File: src/rtl/control_moore.sv
// Moore detector: z is high while the last two sampled bits of w are equal.
// The state type lives in a package so the encoding can be referenced by name.
package controlMoorePkg;
    typedef enum logic [2:0] {
        IDLE = 3'd0,
        ONE0 = 3'd1,
        ONE1 = 3'd2,
        RUN0 = 3'd3,
        RUN1 = 3'd4
    } stateT;
endpackage

module control_moore
    import controlMoorePkg::*;
(
    input  logic w,
    input  logic clk,
    input  logic reset,
    output logic z
);

    stateT state;
    stateT nextState;

    always_ff @(posedge clk or negedge reset) begin
        if (!reset) begin
            state <= IDLE;
        end else begin
            state <= nextState;
        end
    end

    // An unknown w or an unused code falls back to IDLE so the FSM always recovers.
    always_comb begin
        nextState = IDLE;
        z         = 1'b0;
        case (state)
            IDLE, ONE1, RUN1: begin
                case (w)
                    1'b0:    nextState = ONE0;
                    1'b1:    nextState = (state == IDLE) ? ONE1 : RUN1;
                    default: nextState = IDLE;
                endcase
                z = (state == RUN1);
            end
            ONE0, RUN0: begin
                case (w)
                    1'b0:    nextState = RUN0;
                    1'b1:    nextState = ONE1;
                    default: nextState = IDLE;
                endcase
                z = (state == RUN0);
            end
            default: begin
                nextState = IDLE;
                z         = 1'b0;
            end
        endcase
    end

endmodule

File: config.mk
export PLATFORM = sky130hd
export DESIGN_NAME = control_moore
export DESIGN_NICKNAME = d
export VERILOG_FILES = /design/src/rtl/control_moore.sv
export SDC_FILE = /design/constraint.sdc
export NUM_CORES = 1
export LEC_CHECK = 0
export ABC_AREA = 1
export CORE_AREA = 2 2 39 41
export DETAILED_ROUTE_END_ITERATION = 10
export DIE_AREA = 0 0 41 43
export PLACE_DENSITY_LB_ADDON = 0.2
export SKIP_CTS_REPAIR_TIMING = 1
export SYNTH_ARGS = -nofsm -noshare
export SYNTH_HDL_FRONTEND = slang
export SYNTH_SLANG_ARGS = --single-unit
File: constraint.sdc
create_clock -name clk -period 2.1 [get_ports clk]
set_input_delay 0.42 -clock clk [delete_from_list [all_inputs] [get_ports clk]]
set_output_delay 0.42 -clock clk [all_outputs]
set_load 0.02 [all_outputs]
==> impl_metrics.csv, run 1 <==
group,metric,value,unit
logic_synthesis,synthDistinctLibCells,6,
drt,first_pass_iters,1,
timing,timing.fmax,0.530,GHz
placement,gp_congestion,0.633,
worst_setup_path,ff2ff_path_depth,3,
grt,first_global_vias,129,
cts,cts_tree,"done",
worst_setup_path,worstSetupPathType,"reg2out",
worst_setup_path,rr_endpoint,"state[0]",
drt,viasPerCell,2.98,
logic_synthesis,yosys-top-cells-count,"6 x nand2_1, 4 x nor2_1, 3 x dfrtp_1, 2 x inv_1, 2 x nand3_1",
logic_synthesis,synthFlopType,"dfrtp_1",
placement,post-dp-hpwl,194,um
cts,cts_buffer_depth,2,
timing,period_share,89.8,%
cts,numClockSinks,3,
min_path,min_path_type,"in2async",
floorplan,dieArea,0.00176,mm2
worst_setup_path,reg2reg_from,"state[1]",
worst_setup_path,critPathRequiredTime,1.68,ns
drt,wl_per_cell,6.63,um
floorplan,die_h,43,um
layout,antenna_cells,0,
layout,ff_latch_area,75.1,um2
cts,clock_latency,0.23,ns
drt,wl,272,um
run,maxCapViolCount,0,
cts,cts_max_level,1,
logic_synthesis,netlist_instances,18,
layout,area_growth,56.0,%
logic_synthesis,syn_nets,21,
pwr,swShare,26.2,%
logic_synthesis,yosysMostFrequentCell,"nand2_1",
floorplan,rows,14,
drt,via_count,122,
cts,cts_inserted_buffers,3,
drt,drt.antenna.violating_nets,0,
layout,multi_input_area,53.8,um2
timing,rsz0062_at_grt,"no",
pwr,power_density,972,mW/mm2
pwr,power.static_leakage,0.0000994,uW
logic_synthesis,synth-edff-count,0,
placement,io_buffers,3,
timing,finalHoldViolCount,0,
pwr,seqPwrFrac,35.4,%
layout,largest_reg_flops,3,
worst_setup_path,crit_path_cell_trace,"nor2_2 > nand2_1 > nand2_1 > clkdlybuf4s50_1",
pwr,clock_power_share,48.5,%
pwr,p_int,152,uW
drt,drcViolationCount,0,
worst_setup_path,critical_path.startpoint_type,"flop",
logic_synthesis,netlist.area_leader.share,55.0,%
floorplan,coreArea,0.00138,mm2
cts,clockRootBuffer,"clkbuf_4",
worst_setup_path,critical_path.slowest_cell,"clkdlybuf4s50_1",
timing,slew_headroom,86.1,%
logic_synthesis,yosysWarnings,0,
pwr,combinationalPowerShare,16.2,%
layout,fill_cells,154,
logic_synthesis,synth_async_sr_flop_share,100,%
logic_synthesis,ys_seq_area_share,55.0,%
layout,final_nets,29,
layout,fin_util,15.4,%
timing,setup_viol,0,
grt,overflow,0,
placement,dp_slack,0.454,ns
worst_setup_path,ff2ff_setup_slack,1.34,ns
grt,grt.total_usage,4.74,%
grt,grt_max_degree,5,
pwr,p_switching,54.3,uW
timing,fin_setup_tns,0,ns
logic_synthesis,yosys.area.top_type,"dfrtp_1",
logic_synthesis,avgSynthCellArea,7.58,um2
floorplan,pin_count,4,
grt,antenna_found_initial,0,
layout,regMostFlops,"state",
layout,reg_top3,"state x3",
grt,grt_pass1_wl,483,um
worst_setup_path,crit_fanout,4,
pwr,ir_drop,326,uV
timing,worst_pin_slew,0.208,ns
worst_setup_path,arrival,1.47,ns
drt,first_iter_violations,0,
cts,clk_pin_slew_worst_paths,0.04,ns
timing,worst_slack,0.214,ns
layout,drive_above_1_share,16.0,%
timing,slew_violations,0,
timing,final.setup_skew,0.00106,ns
worst_setup_path,path_common_cell,"nand2_1",
worst_setup_path,slowest_delay,0.59,ns
floorplan,start_util,9.86,%
worst_setup_path,critPathCaptureType,"output pin",
timing,min_period,1.89,ns
logic_synthesis,synth_area,136,um2
outcome,status,"completed",
logic_synthesis,ys_seq_elements,3,
floorplan,die_w,41,um
logic_synthesis,synth_area_leaders,"dfrtp_1 55%, nand2_1 17%, nor2_1 11%, nand3_1 7.3%, inv_1 5.5%",
==> cells in the final DEF (no fill, tap or decap) <==
cell type and n:
nand2_1 6, clkbuf_1 1, clkbuf_4 3, dfrtp_1 3, nor2_1 4, nand3_1 2
inv_1 2, clkdlybuf4s50_1 3, nor2_2 1
==> routing by layer <==
metal	vias to the layer above	wire length [um]	track usage (%)
met5	-	0	0
met4	0	0	6.00
met3	0	21	3.14
met2	4	97	4.06
met1	51	153	6.19
li1	67	-	-
==> per-stage QoR <==
step                hold slack, ns  cell area [um2]  total power [uW]  instances
floorplan                    0.124              136              92.1         18
global placement             0.550              186               106         37
detailed placement           0.559              186               107         37
CTS                          0.360              213               215         41
global route                 0.370              213               224         41
finish                       0.370              213               207         41
==> worst max path at each step <==
stage / from / to / slack, ns / cells after the start
after floorplan: state[1] / z / 0.97 / 3
after global placement: state[1] / z / 0.47 / 4
after detailed placement: state[1] / z / 0.45 / 4
after CTS: state[1] / z / 0.20 / 4
after global routing: state[2] / z / 0.08 / 4
final: state[1] / z / 0.21 / 4
==> power groups by stage <==
stage | registers, uW | logic [uW] | clock network [uW]
4_1_cts | 73.0 | 33.8 | 108
2_1_floorplan | 72.1 | 20.0 | 0
3_3_place_gp | 73.3 | 33.1 | 0
3_5_place_dp | 73.8 | 33.7 | 0
5_1_grt | 74.4 | 39.2 | 111
6_report | 73.1 | 33.4 | 100
==> final cells by class <==
cell class                 count  share of cell area (%)
clock buffer                   4                    12.4
inverter                       2                    3.53
multi-input combinational     13                    25.3
sequential                     3                    35.3
tap                           16                    9.41
timing repair buffer           3                    14.1
==> critical path: cells and delay by family (launching register included) <==
kind | cells | cell delay (ns)
buffers and inverters | 1 | 0.59
flip-flops | 1 | 0.41
AND/OR/NAND/NOR | 3 | 0.24
==> cells by family after synthesis <==
group | count (synthesis) | synth area share (%)
AND/OR/NAND/NOR | 13 | 39.4
flip-flops | 3 | 55.0
buffers and inverters | 2 | 5.51
Power figures use the tool's default switching activity.
==> run 2, diff against run 1 <==
--- a/config.mk
+++ b/config.mk
@@ -10,6 +10,7 @@
 export DETAILED_ROUTE_END_ITERATION = 10
 export DIE_AREA = 0 0 41 43
 export PLACE_DENSITY_LB_ADDON = 0.2
+export SETUP_SLACK_MARGIN = 0.15
 export SKIP_CTS_REPAIR_TIMING = 1
 export SYNTH_ARGS = -nofsm -noshare
 export SYNTH_HDL_FRONTEND = slang
==> impl_metrics.csv, run 2 (synthesized netlist as in run 1, its figures left out) <==
group,metric,value,unit
timing,finalHoldViolCount,0,
layout,antenna_cells,0,
drt,drcViolationCount,0,
timing,slew_violations,0,
run,maxCapViolCount,0,
worst_setup_path,path_common_cell,"nand2_1",
cts,cts_inserted_buffers,3,
timing,min_period,1.51,ns
outcome,status,"completed",
floorplan,coreArea,0.00138,mm2
layout,largest_reg_flops,3,
timing,final.setup_skew,0.00106,ns
timing,rsz0062_at_grt,"no",
placement,dp.cells,37,
worst_setup_path,crit_path_cell_trace,"nor2_2 > nand2_1 > nand2_1 > dlymetal6s2s_1",
drt,first_pass_iters,1,
floorplan,rows,14,
timing,setup_viol,0,
pwr,power,206,uW
drt,first_iter_violations,0,
placement,gp_congestion,0.633,
floorplan,dieArea,0.00176,mm2
floorplan,die_h,43,um
grt,grt_max_degree,5,
cts,numClockSinks,3,
drt,wl_per_cell,6.68,um
timing,worst_pin_slew,0.223,ns
drt,viasPerCell,2.98,
drt,wl,274,um
worst_setup_path,critical_path.slowest_cell,"dfrtp_1",
floorplan,start_util,9.86,%
grt,overflow,0,
worst_setup_path,worstSetupPathType,"reg2out",
worst_setup_path,slowest_delay,0.41,ns
drt,drt.antenna.violating_nets,0,
min_path,min_path_type,"in2async",
layout,regMostFlops,"state",
drt,via_count,122,
layout,layout_common_cells,"6 x nand2_1, 4 x nor2_1, 3 x clkbuf_4, 3 x dfrtp_1",
layout,reg_top3,"state x3",
drt,wl_met2,97,um
grt,grt_pass1_wl,483,um
worst_setup_path,path_buf_inv,1,
drt,dr_wl_met3,23,um
placement,dp_slack,0.454,ns
pwr,power_density,957,mW/mm2
timing,fin_setup_tns,0,ns
floorplan,die_w,41,um
grt,antenna_found_initial,0,
timing,worst_slack,0.595,ns
worst_setup_path,crit_fanout,4,
grt,first_global_vias,129,
layout,final_nets,29,
worst_setup_path,critPathRequiredTime,1.68,ns
layout,area_growth,57.8,%
cts,clockRootBuffer,"clkbuf_4",
placement,io_buffers,3,
timing,slew_headroom,85.1,%
placement,post-dp-hpwl,194,um
worst_setup_path,arrival,1.09,ns
cts,cts_buffer_depth,2,
pwr,power.static_leakage,0.000114,uW
layout,fin_util,15.6,%
worst_setup_path,critical_path.startpoint_type,"flop",
worst_setup_path,crit_family,"flip-flops",
cts,clk_pin_slew_worst_paths,0.04,ns
layout,stdcell_count,41,
layout,drive_above_1_share,16.0,%
timing,period_share,71.7,%
layout,final_common_cell,"nand2_1",
drt,wl_met1,153,um
cts,cts_max_level,1,
pwr,ir_drop,325,uV
layout,fill_cells,153,
drt,topRoutingLayerUsed,"met3",
floorplan,pin_count,4,
cts,cts_tree,"done",
timing,timing.fmax,0.664,GHz
cts,clock_latency,0.23,ns
worst_setup_path,critPathCaptureType,"output pin",
grt,grt.total_usage,4.74,%
[run 2: worst paths after layout]
check                           slack [ns]       end     start  depth (start not counted)
worst max-delay path                  0.59         z  state[1]                          4
worst min-delay path                  0.37  state[0]     reset                          1
worst max register to register        1.34  state[0]  state[1]                          3
worst min register to register        0.57  state[1]  state[0]                          2
max in group asynchronous             1.59  state[1]     reset                          1
min in group clk                      0.57  state[1]  state[0]                          2
[run 2: report_power, final]
group / switching [uW] / internal, uW / leakage, uW / total (uW)
registers: 8.01 / 65.1 / 0.0000369 / 73.1
logic: 17.2 / 15.5 / 0.0000619 / 32.7
clock network: 29.0 / 71.2 / 0.0000150 / 100
[run 2: routing by layer]
layer  vias to the layer above  global-route usage [%]
met5                         -                       0
met4                         0                    6.00
met3                         0                    3.14
met2                         4                    4.06
met1                        51                    6.19
li1                         67                       -
[run 2: area by class of cell]
cell class	count	area (um2)	area share, %
Multi-Input combinational cell	13	53.8	25.0
Sequential cell	3	75.1	34.9
Tap cell	16	20.0	9.30
Inverter	2	7.51	3.49
Timing Repair Buffer	3	32.5	15.1
Clock buffer	4	26.3	12.2
[run 2: stage by stage]
| step | instance area (um2) | hold slack, ns |
|---|---|---|
| after floorplan | 136 | 0.124 |
| after global placement | 186 | 0.550 |
| after detailed placement | 186 | 0.559 |
| after CTS | 213 | 0.360 |
| after global routing | 215 | 0.370 |
| final | 215 | 0.370 |
[run 2: worst register-to-register path, stage by stage (launching register included)]
cell and delay, ns:
dfrtp_1 0.41, nor2_2 0.13, nor2_1 0.05, nor2_1 0.11
==> run 3, diff against run 2 <==
==> constraint.sdc (replaced) <==
create_clock -name clk -period 1.5 [get_ports clk]
set_input_delay 0.3 -clock clk [delete_from_list [all_inputs] [get_ports clk]]
set_output_delay 0.3 -clock clk [all_outputs]
set_load 0.02 [all_outputs]
==> impl_metrics.csv, run 3 (synthesized netlist as in run 1, its figures left out) <==
group,metric,value,unit
worst_setup_path,crit_start,"state[1]",
worst_setup_path,crit_end,"z",
worst_setup_path,ff2ff_setup_slack,0.67,ns
floorplan,start_util,9.86,%
worst_setup_path,critical_path.startpoint_type,"flop",
layout,fill_cells,154,
min_path,min_path_type,"in2async",
floorplan,rows,14,
timing,min_period,1.31,ns
grt,grt_pass1_wl,469,um
layout,antenna_cells,0,
cts,numClockSinks,3,
placement,gp_congestion,0.658,
floorplan,dieArea,0.00176,mm2
layout,layout_common_cells,"6 x nand2_1, 4 x nor2_1, 3 x clkbuf_4, 3 x buf_4, 3 x dfrtp_1",
drt,viasPerCell,3.09,
layout,final_common_cell,"nand2_1",
timing,rsz0062_at_grt,"yes",
worst_setup_path,rr_endpoint,"state[0]",
pwr,p_switching,78.9,uW
worst_setup_path,critPathRequiredTime,1.20,ns
worst_setup_path,ff2ff_path_depth,4,
layout,largest_reg_flops,3,
placement,postPlaceCellArea,201,um2
grt,grt.total_usage,5.04,%
timing,slew_violations,0,
pwr,power.static_leakage,0.000110,uW
timing,finalHoldViolCount,0,
grt,first_global_vias,137,
drt,drt.antenna.violating_nets,0,
pwr,power,298,uW
timing,slew_headroom,90.2,%
drt,drcViolationCount,0,
floorplan,pin_count,4,
pwr,power_density,1320,mW/mm2
run,maxCapViolCount,0,
layout,regMostFlops,"state",
pwr,clock_power_share,47.8,%
floorplan,die_w,41,um
grt,antenna_found_initial,0,
layout,stdcell_count,43,
grt,grt_max_degree,5,
pwr,combinationalPowerShare,18.0,%
cts,clock_latency,0.23,ns
layout,final_nets,31,
layout,fin_area,225,um2
cts,clk_pin_slew_worst_paths,0.04,ns
outcome,status,"completed",
timing,worst_pin_slew,0.146,ns
drt,wl,277,um
placement,dp.cells,39,
layout,area_growth,65.1,%
drt,via_count,133,
cts,cts_inserted_buffers,3,
worst_setup_path,critPathCaptureType,"output pin",
pwr,seqPwrFrac,34.3,%
drt,wl_per_cell,6.44,um
layout,reg_top3,"state x3",
worst_setup_path,arrival,1.01,ns
grt,overflow,0,
pwr,swShare,26.5,%
floorplan,coreArea,0.00138,mm2
cts,cts_tree,"done",
timing,setup_viol,0,
layout,drive_above_1_share,25.9,%
timing,period_share,87.1,%
cts,cts_max_level,1,
floorplan,die_h,43,um
cts,clockRootBuffer,"clkbuf_4",
timing,final.setup_skew,0.00139,ns
drt,first_pass_iters,4,
pwr,p_int,219,uW
cts,cts_buffer_depth,2,
timing,timing.fmax,0.765,GHz
placement,post-dp-hpwl,196,um
worst_setup_path,reg2reg_from,"state[2]",
drt,first_iter_violations,1,
worst_setup_path,crit_fanout,4,
placement,io_buffers,3,
pwr,ir_drop,348,uV
worst_setup_path,worstSetupPathType,"reg2out",
==> run 3: power by group through the flow <==
stage	clock, uW	sequential, uW	combinational [uW]
after floorplan	0	101	28.1
after global placement	0	103	55.6
after detailed placement	0	103	55.8
after CTS	152	102	56.1
after global routing	162	103	62.0
final	142	102	53.5
==> run 3: stage by stage <==
| step | setup WS [ns] | setup TNS, ns | hold WS, ns | util, % |
|---|---|---|---|---|
| after global routing | 0.129 | 0 | 0.243 | 16.3 |
| after detailed placement | -0.0230 | -0.0230 | 0.491 | 14.6 |
| after floorplan | 0.492 | 0 | 0.00441 | - |
| after CTS | -0.280 | -0.280 | 0.238 | 16.5 |
| final | 0.193 | 0 | 0.244 | 16.3 |
| after global placement | -0.0190 | -0.0190 | 0.488 | 14.6 |
==> run 3: how the worst min path moves through the flow <==
stage               startpoint        to  slack (ns)  cells after the start
floorplan                reset  state[0]       0.004                      0
global placement         reset  state[1]        0.49                      1
detailed placement       reset  state[2]        0.49                      1
CTS                      reset  state[2]        0.24                      1
global route             reset  state[2]        0.24                      1
finish                   reset  state[2]        0.24                      1
==> run 3: critical path, stage by stage, from the launching register on <==
cell	delay (ns)
dfrtp_1	0.40
nor2_2	0.13
nand2_1	0.05
nand2_1	0.05
buf_4	0.13
==> run 3: area by class of cell <==
type,instances,area [um2],area share [%]
Tap cell,16,20.0,8.89
Inverter,2,7.51,3.33
Multi-Input combinational cell,13,53.8,23.9
Sequential cell,3,75.1,33.3
Clock buffer,4,26.3,11.7
Timing Repair Buffer,5,42.5,18.9
==> run 3: per-layer routing <==
metal  GRT usage, %  up-vias  wire length [um]
met1           4.87       52               141
li1               -       73                 -
met2           4.38        6                95
met3           3.14        2                26
met4           10.0        0                14
met5              0        -                 0
